## src/rtl/uart_frame_packer.sv

```systemverilog
// uart_frame_packer: snapshots NCH channel words plus a tag byte and
// serialises them as a delimited byte frame over the uart_controller
// TX_DATA / TX_LOAD / TX_LOAD_OKAY handshake, counting refused offers.
module uart_frame_packer #(
  parameter int         NCH       = 2,
  parameter int         W         = 16,
  parameter logic [7:0] SEP       = 8'h2C,
  parameter logic [7:0] TERM      = 8'h0A,
  parameter bit         MSB_FIRST = 1'b0,
  parameter bit         HDR_EN    = 1'b1,
  parameter int         GUARD     = 2
) (
  input  logic               sys_clk,
  input  logic               rst,
  input  logic               en,
  input  logic               frame_valid,
  input  logic [7:0]         frame_tag,
  input  logic [NCH*W-1:0]   frame_data,
  output logic               frame_ready,
  output logic [7:0]         tx_data,
  output logic               tx_load,
  input  logic               tx_okay,
  output logic               busy,
  output logic [7:0]         drop_cnt
);

  // Bytes per channel, header length and total frame length
  localparam int B    = W / 8;
  localparam int HOFF = HDR_EN ? 2 : 0;
  localparam int L    = HOFF + NCH * B + NCH;
  localparam int IW   = (L > 1) ? $clog2(L) : 1;
  localparam int LAST = L - 1;

  typedef enum logic [1:0] {
    ST_IDLE,
    ST_LOAD,
    ST_GUARD
  } state_t;

  state_t            state_q, state_d;
  logic [IW-1:0]     idx_q, idx_d;
  logic [3:0]        guard_q, guard_d;
  logic [7:0]        snap_tag;
  logic [NCH*W-1:0]  snap_data;
  logic [7:0]        tx_data_q;
  logic [7:0]        drop_q;
  logic [7:0]        byte_sel;
  logic              accept;

  // Acceptance is only possible from the registered idle state, never in reset
  assign frame_ready = en & (state_q == ST_IDLE) & ~rst;
  assign accept      = frame_valid & frame_ready;
  assign busy        = (state_q != ST_IDLE);
  assign drop_cnt    = drop_q;

  // Map the byte index onto header, channel byte, separator or terminator
  always_comb begin
    byte_sel = TERM;
    if (HDR_EN && (idx_q == IW'(0))) begin
      byte_sel = snap_tag;
    end else if (HDR_EN && (idx_q == IW'(1))) begin
      byte_sel = SEP;
    end else begin
      for (int k = 0; k < NCH; k++) begin
        for (int j = 0; j <= B; j++) begin
          if (int'(idx_q) == HOFF + k * (B + 1) + j) begin
            if (j == B) begin
              byte_sel = (k == NCH - 1) ? TERM : SEP;
            end else begin
              byte_sel = snap_data[k * W + ((MSB_FIRST != 1'b0) ? (B - 1 - j) : j) * 8 +: 8];
            end
          end
        end
      end
    end
  end

  // Next-state logic and the load strobe; tx_data shows the new byte on the strobe cycle
  always_comb begin
    state_d = state_q;
    idx_d   = idx_q;
    guard_d = guard_q;
    tx_load = 1'b0;
    case (state_q)
      ST_IDLE: begin
        if (accept) begin
          state_d = ST_LOAD;
          idx_d   = '0;
        end
      end
      ST_LOAD: begin
        if (tx_okay) begin
          tx_load = 1'b1;
          guard_d = 4'(GUARD);
          state_d = ST_GUARD;
        end
      end
      ST_GUARD: begin
        guard_d = guard_q - 4'd1;
        if (guard_q <= 4'd1) begin
          if (idx_q == IW'(LAST)) begin
            state_d = ST_IDLE;
          end else begin
            idx_d   = idx_q + IW'(1);
            state_d = ST_LOAD;
          end
        end
      end
      default: begin
        state_d = ST_IDLE;
      end
    endcase
    tx_data = tx_load ? byte_sel : tx_data_q;
  end

  // State, byte index and guard counter registers
  always_ff @(posedge sys_clk or posedge rst) begin
    if (rst) begin
      state_q <= ST_IDLE;
      idx_q   <= '0;
      guard_q <= '0;
    end else begin
      state_q <= state_d;
      idx_q   <= idx_d;
      guard_q <= guard_d;
    end
  end

  // Snapshot the offered frame so the inputs are never consulted mid-frame
  always_ff @(posedge sys_clk or posedge rst) begin
    if (rst) begin
      snap_tag  <= '0;
      snap_data <= '0;
    end else if (accept) begin
      snap_tag  <= frame_tag;
      snap_data <= frame_data;
    end
  end

  // Remember the last byte handed to the UART so tx_data holds between strobes
  always_ff @(posedge sys_clk or posedge rst) begin
    if (rst) begin
      tx_data_q <= '0;
    end else begin
      tx_data_q <= tx_data;
    end
  end

  // Count refused offers, saturating rather than wrapping
  always_ff @(posedge sys_clk or posedge rst) begin
    if (rst) begin
      drop_q <= '0;
    end else if (frame_valid && !frame_ready && (drop_q != 8'hFF)) begin
      drop_q <= drop_q + 8'd1;
    end
  end

endmodule

```

## config.mk

```make
export PLATFORM = sky130hd
export DESIGN_NAME = uart_frame_packer
export DESIGN_NICKNAME = d
export VERILOG_FILES = /design/src/rtl/uart_frame_packer.sv
export SDC_FILE = /design/constraint.sdc
export NUM_CORES = 1
export LEC_CHECK = 0
export BUFFER_PORTS_ARGS = -buffer_cell sky130_fd_sc_hd__buf_2
export CORE_AREA = 2 2 83 144
export CTS_CLUSTER_SIZE = 10
export DETAILED_ROUTE_END_ITERATION = 10
export DIE_AREA = 0 0 85 146
export PLACE_DENSITY_LB_ADDON = 0.3
export RECOVER_POWER = 100
export SLEW_MARGIN = 20
export SYNTH_ARGS = -nofsm -noshare
export SYNTH_HDL_FRONTEND = slang
export SYNTH_SLANG_ARGS = --single-unit
```

## constraint.sdc

```tcl
create_clock -name sys_clk -period 5.2 [get_ports sys_clk]
set_clock_uncertainty 0.05 [all_clocks]
set_input_delay 0.26 -clock sys_clk [delete_from_list [all_inputs] [get_ports sys_clk]]
set_output_delay 0.26 -clock sys_clk [all_outputs]
set_load 0.02 [all_outputs]
```

After elaboration in Yosys (flattened, before gate mapping)
Index checks and enable logic that the tools add are counted.
- $add $sub $neg: 3
- order comparisons: 1
- eq/ne operators: 15
- muxes and demuxes: 22
- bitwise logic cells: 4
- reduce and logical (&&, ||, !) cells: 11
- operators by type and width (operator ; count):
    $mux 8 ; 9
    $eq 3x3->1 const B ; 5
    $mux 3 ; 3
    $add 8x1->8 const B ; 1
    $ne 2x2->1 const B ; 4
    $ne 8x8->1 const B ; 1
    $pmux 4 s2 ; 1
    $eq 3x1->1 const B ; 2
    $mux 2 ; 3
    $pmux 2 s3 ; 1
    $pmux 3 s2 ; 1
    $reduce_bool 2->1 ; 3
    $le 4x1->1 const B ; 1
    $mux 4 ; 1
    $reduce_and 4->1 ; 1
    $sub 4x1->4 const B ; 1
    $add 3x1->3 const B ; 1
    $and 1x1->1 ; 3
    $eq 3x2->1 const B ; 1
    $logic_not 3->1 ; 1
    $mux 1 ; 3
    $reduce_and 3->1 ; 1
    $eq 2x1->1 const B ; 1
    $eq 2x2->1 const B ; 1
    5 further kinds ; 6
- register bits: 65
- input port bits: 45
- logic and storage cells: 63

Depth between registers and ports, before layout
- depth after elaboration: 10
- mapped depth: 9
- mapped depth without buffers: 6

Worst setup path before layout
OpenSTA, ideal clock, no wires.
- path type: reg-to-output
- from: register idx_q[2]
- to: output port tx_data[5]
- arrival time: 2.231 ns
- setup slack: 2.659 ns
- cell stages (with the launch flop): 10
- path buffers: 3
- cells stage by stage: dfrtp_1 > clkbuf_1 > clkbuf_1 > inv_1 > ha_1 > clkbuf_1 > nor2b_1 > o21ai_0 > a221o_1 > a31oi_1
- cells in the longest elaborated chain, start to end: 10
- elaborated cells between the ends (all ways): 17
- classes of those cells: eq/ne (7); mux (9); reduce/logical (1)
- ends and longest elaborated chain (element ; RTL line ; source):
    from (decl) ; 41 ; logic [IW-1:0] idx_q, idx_d;
    from (signal assigned) ; 124 ; idx_q <= idx_d;
    $eq 3x3->1 ; 66 ; if (int'(idx_q) == HOFF + k * (B + 1) + j) begin
    $mux 8 (6 in a row) ; 66 ;
    $mux 8 ; 61 ; end else if (HDR_EN && (idx_q == IW'(1))) begin
    $mux 8 * ; 59 ; if (HDR_EN && (idx_q == IW'(0))) begin
    $mux 8 * ; 113 ; tx_data = tx_load ? byte_sel : tx_data_q;
    to (decl) ; 20 ; output logic [7:0] tx_data,
Mark *: on every way between the ends. The rest lies on a longest branch, timed or not.

==> impl_table.tex <==
\begin{tabular}{lr}
\hline
Metric & Value \\
\hline
\multicolumn{2}{l}{\textbf{Die}} \\
\quad Placement Rows & 51 \\
\quad Floorplan die area & roughly 12000 sq um \\
\quad IO Pins & 64 \\
\quad CORE AREA & 11200 sq um \\
\quad Horizontal die dimension & between 80 and 90 microns \\
\quad Die height & roughly 150 microns \\
\quad Initial Util & between 20\% and 30\% \\
\multicolumn{2}{l}{\textbf{Pwr}} \\
\quad Leakage power & around 1.7 nW \\
\quad Power per Cell Area & 603 nW/um\^{}2 \\
\quad Maximum ir drop on the vdd rail & 0.000195 V \\
\multicolumn{2}{l}{\textbf{Clocking}} \\
\quad Setup repair bufs after CTS & 0 \\
\quad Hold-fix buffers at CTS & 0 \\
\quad TritonCTS buffer count & 9 \\
\quad Clock sink total & 65 \\
\quad H-tree lvl count & 3 \\
\quad Quantity of gates resized following cts & 0 \\
\quad Number of buffers on the longest clock path & 2 \\
\quad Insertion delay of the later-clocked pin in the worst-skew pair & around 320 ps \\
\quad Clock tree from TritonCTS & done \\
\quad Clock-pin slew on the worst setup and hold paths & about 50 ps \\
\quad Clock Root Buffer & sky130\_fd\_sc\_hd\_\_clkbuf\_16 \\
\multicolumn{2}{l}{\textbf{Detailed routing}} \\
\quad DRT antenna net count & 0 \\
\quad Final routed wire length divided by cell count & around 16 microns \\
\quad Final routed wirelength across all metal layers & 7380 microns \\
\quad Drc violations & 0 \\
\quad Vias per std cell & roughly 4.8 \\
\quad Number of optimization iterations in the first detailed-route pass & 4 \\
\quad Total number of vias & 2296 \\
\quad DR iter-0 viols & 160 \\
\multicolumn{2}{l}{\textbf{Setup path}} \\
\quad Worst setup SP type & input port \\
\quad Cell occurring most often along the worst timing path & sky130\_fd\_sc\_hd\_\_clkbuf\_1 \\
\quad Data arrival at the endpoint of the critical path & between 2000 and 3000 ps \\
\quad Top Family by Delay on Critical Path & buffers and inverters \\
\quad Biggest fanout along the worst timing path & 65 \\
\quad Worst path required time & 4810 ps \\
\quad Bufs and invs on worst path & 3 \\
\quad Max stage delay cell, worst path & sky130\_fd\_sc\_hd\_\_clkbuf\_1 \\
\quad Setup CP Type & in2async \\
\quad Maximum single-stage delay on the critical path & 2380 ps \\
\quad Critical Path End Type & async pin \\
\quad Ordered list of cells on the worst path & clkbuf\_1, clkinv\_1, clkbuf\_1 \\
\multicolumn{2}{l}{\textbf{Finish}} \\
\quad Number of antenna cells inserted & 0 \\
\quad Area overhead of the layout relative to synthesis & 16.4\% \\
\quad Multi-input gate area & 1390 sq um \\
\quad Fillers & about 1200 \\
\quad Sequential standard cell area & $\sim$1600 sq um \\
\quad Post-route standard cell area excluding fillers & roughly 3800 sq um \\
\quad Nets & between 300 and 400 \\
\quad Fin util & about a third \\
\quad Layout cell share with drive strength beyond 1 & about a fifth \\
\multicolumn{2}{l}{\textbf{Synth}} \\
\quad Count of flip-flops with a built-in enable after synthesis & 0 \\
\quad Async set-or-reset flop fraction in the synthesized netlist & 100\% \\
\quad Most numerous cell types in the synthesized netlist & sky130\_fd\_sc\_hd\_\_dfrtp\_1 (65), sky130\_fd\_sc\_hd\_\_mux2\_4 (41), sky130\_fd\_sc\_hd\_\_nor2\_1 (17) \\
\quad Ranking of synthesized cells by area & sky130\_fd\_sc\_hd\_\_dfrtp\_1 (49\%), sky130\_fd\_sc\_hd\_\_mux2\_4 (19\%), sky130\_fd\_sc\_hd\_\_ha\_1 (3.4\%) \\
\quad Post-Syn Instances & 274 \\
\quad Number of distinct standard cells referenced by the synthesized netlist & 49 \\
\quad Net Count, Synth & 328 \\
\quad Mean cell area of the mapped netlist & 12.1 sq um \\
\quad Count of yosys warnings during synthesis & 0 \\
\quad Most area-hungry cell type in the Yosys netlist & sky130\_fd\_sc\_hd\_\_dfrtp\_1 \\
\quad Primary FF master, synth & sky130\_fd\_sc\_hd\_\_dfrtp\_1 \\
\quad Most numerous cell in the Yosys netlist & sky130\_fd\_sc\_hd\_\_dfrtp\_1 \\
\quad Sequential-to-total area share from yosys stat & approximately 49\% \\
\quad Number of register bits inferred by synthesis & 65 \\
\quad Mapped Area & 3310 sq um \\
\quad Area share of the leading cell type in the synthesized netlist & $\sim$50\% \\
\multicolumn{2}{l}{\textbf{STA}} \\
\quad Final setup violating endpoints & 0 \\
\quad Setup repair after global routing missed its margin & false \\
\quad Upper clock frequency limit & 312 MHz \\
\quad Transition time at the pin with the least slew margin & approximately 3400 ps \\
\quad Final hold vios & 0 \\
\quad Final worst-path cycle share & 61.7\% \\
\quad Total count of max-transition violations in the final report & 66 \\
\quad Final worst-path setup slack & roughly 2000 ps \\
\quad Total negative slack & 0 ps \\
\quad Rel. slew slack & -127\% \\
\quad Worst hold-check slack & 93.0 ps \\
\quad Minimum clock period after layout & between 3000 and 4000 ps \\
\multicolumn{2}{l}{\textbf{Status}} \\
\quad Violated checks & capacitance limit, slew limit \\
\quad Outcome & finished, violations left \\
\multicolumn{2}{l}{\textbf{GRT}} \\
\quad Largest net degree at the start of global routing & between 60 and 70 \\
\quad Via count of the first global-routing pass & approximately 2400 \\
\quad Global-route usage over all layers & between 10\% and 20\% \\
\quad Total congestion overflow & 0 \\
\quad Initial antenna violation count & 0 \\
\quad Global-route wire length before repair & 12400 microns \\
\multicolumn{2}{l}{\textbf{Job}} \\
\quad Maximum capacitance violations & 1 \\
\multicolumn{2}{l}{\textbf{Placement}} \\
\quad Last weighted congestion value of the routability-driven placer & approximately 0.82 \\
\quad Area after detailed placement & approximately 3700 sq um \\
\quad Final HPWL from detailed placement & roughly 5500 microns \\
\quad Port bufs & between 60 and 70 \\
\quad Pre-CTS setup slack & $\sim$2800 ps \\
\multicolumn{2}{l}{\textbf{Hold path}} \\
\quad Worst min-delay path class & in2reg \\
\hline
\end{tabular}
## final timing paths
kind | startpoint | endpoint | slack, ps | depth (start not counted)
min | frame_tag[5] | snap_tag[5]$_DFFE_PP0P_ | 90 | 2
max reg2reg | state_q[1]$_DFFE_PP0P_ | idx_q[0]$_DFFE_PP0P_ | 2830 | 6
max | rst | snap_data[0]$_DFFE_PP0P_ | 1990 | 3
max in group sys_clk | idx_q[2]$_DFFE_PP0P_ | tx_data[5] | 2350 | 7
min reg2reg | guard_q[3]$_DFFE_PP0P_ | guard_q[3]$_DFFE_PP0P_ | 440 | 1
min in group asynchronous | rst | drop_cnt[1]$_DFFE_PP0P_ | 1180 | 3
## worst register-to-register path, stage by stage (launching register included)
cell,delay [ps]
sky130_fd_sc_hd__dfrtp_1,500
sky130_fd_sc_hd__or4b_1,620
sky130_fd_sc_hd__inv_1,140
sky130_fd_sc_hd__nand2_1,80
sky130_fd_sc_hd__buf_4,280
sky130_fd_sc_hd__a21o_1,310
sky130_fd_sc_hd__mux2_2,270
## power breakdown
group / switching [mW] / leakage [nW] / internal, mW
Clock: 0.207 / 0.155 / 0.395
Sequential: 0.199 / 0.780 / 0.754
Combinational: 0.443 / 0.757 / 0.322
Total: 0.849 / 1.69 / 1.47
## metal layers
layer / global-route usage [%] / vias to the layer above / part of all wire, %
met2: 20.3 / 49 / 50
met4: 7.38 / 0 / 3.2
met1: 15.7 / 1113 / 43
met3: 2.67 / 14 / 3.6
li1: - / 1120 / -
met5: 0 / - / 0
## state kept, by name, summed over array words and instances (netlist names)
signal / cells
drop_cnt: 8
guard_q: 4
idx_q: 3
snap_data: 32
snap_tag: 8
state_q: 2
tx_data_q: 8
## area by class of cell
type | count | share of cell area (%)
Clock buffer | 11 | 6.57
Sequential cell | 65 | 42.3
Tap cell | 132 | 4.29
Timing Repair Buffer | 66 | 8.04
Clock inverter | 5 | 1.40
Inverter | 14 | 1.37
Multi-Input combinational cell | 181 | 36.0
## through the flow
step | total power [mW] | instances
floorplan | 1.62 | 274
global placement | 1.87 | 458
detailed placement | 1.89 | 458
CTS | 2.50 | 474
global route | 2.48 | 474
finish | 2.32 | 474
## layout by cell type (no fill, tap or decap), types with 4 or more instances in the layout
cell and count:
sky130_fd_sc_hd__a31oi_1 5, sky130_fd_sc_hd__nor2_1 17, sky130_fd_sc_hd__clkbuf_16 9, sky130_fd_sc_hd__a21oi_1 16, sky130_fd_sc_hd__o22ai_1 5, sky130_fd_sc_hd__nand2_1 12
sky130_fd_sc_hd__o211ai_1 6, sky130_fd_sc_hd__nor2b_1 5, sky130_fd_sc_hd__mux2_1 40, sky130_fd_sc_hd__dfrtp_1 65, sky130_fd_sc_hd__o21ai_0 6, sky130_fd_sc_hd__nand3_1 5
sky130_fd_sc_hd__nand2b_1 5, sky130_fd_sc_hd__buf_2 43, sky130_fd_sc_hd__clkbuf_1 21, sky130_fd_sc_hd__a221oi_1 4, sky130_fd_sc_hd__ha_1 9, sky130_fd_sc_hd__inv_1 12
## logic make-up after synthesis
group / synth area share, %
AOI/OAI and AO/OA: 13.1
DFF: 49.2
xor gates and xnor gates: 1.06
adders and majority gates: 3.41
muxes: 19.6
buffers and inverters: 4.13
and+or+nand+nor: 9.54
(Power assumes the default switching activity.)
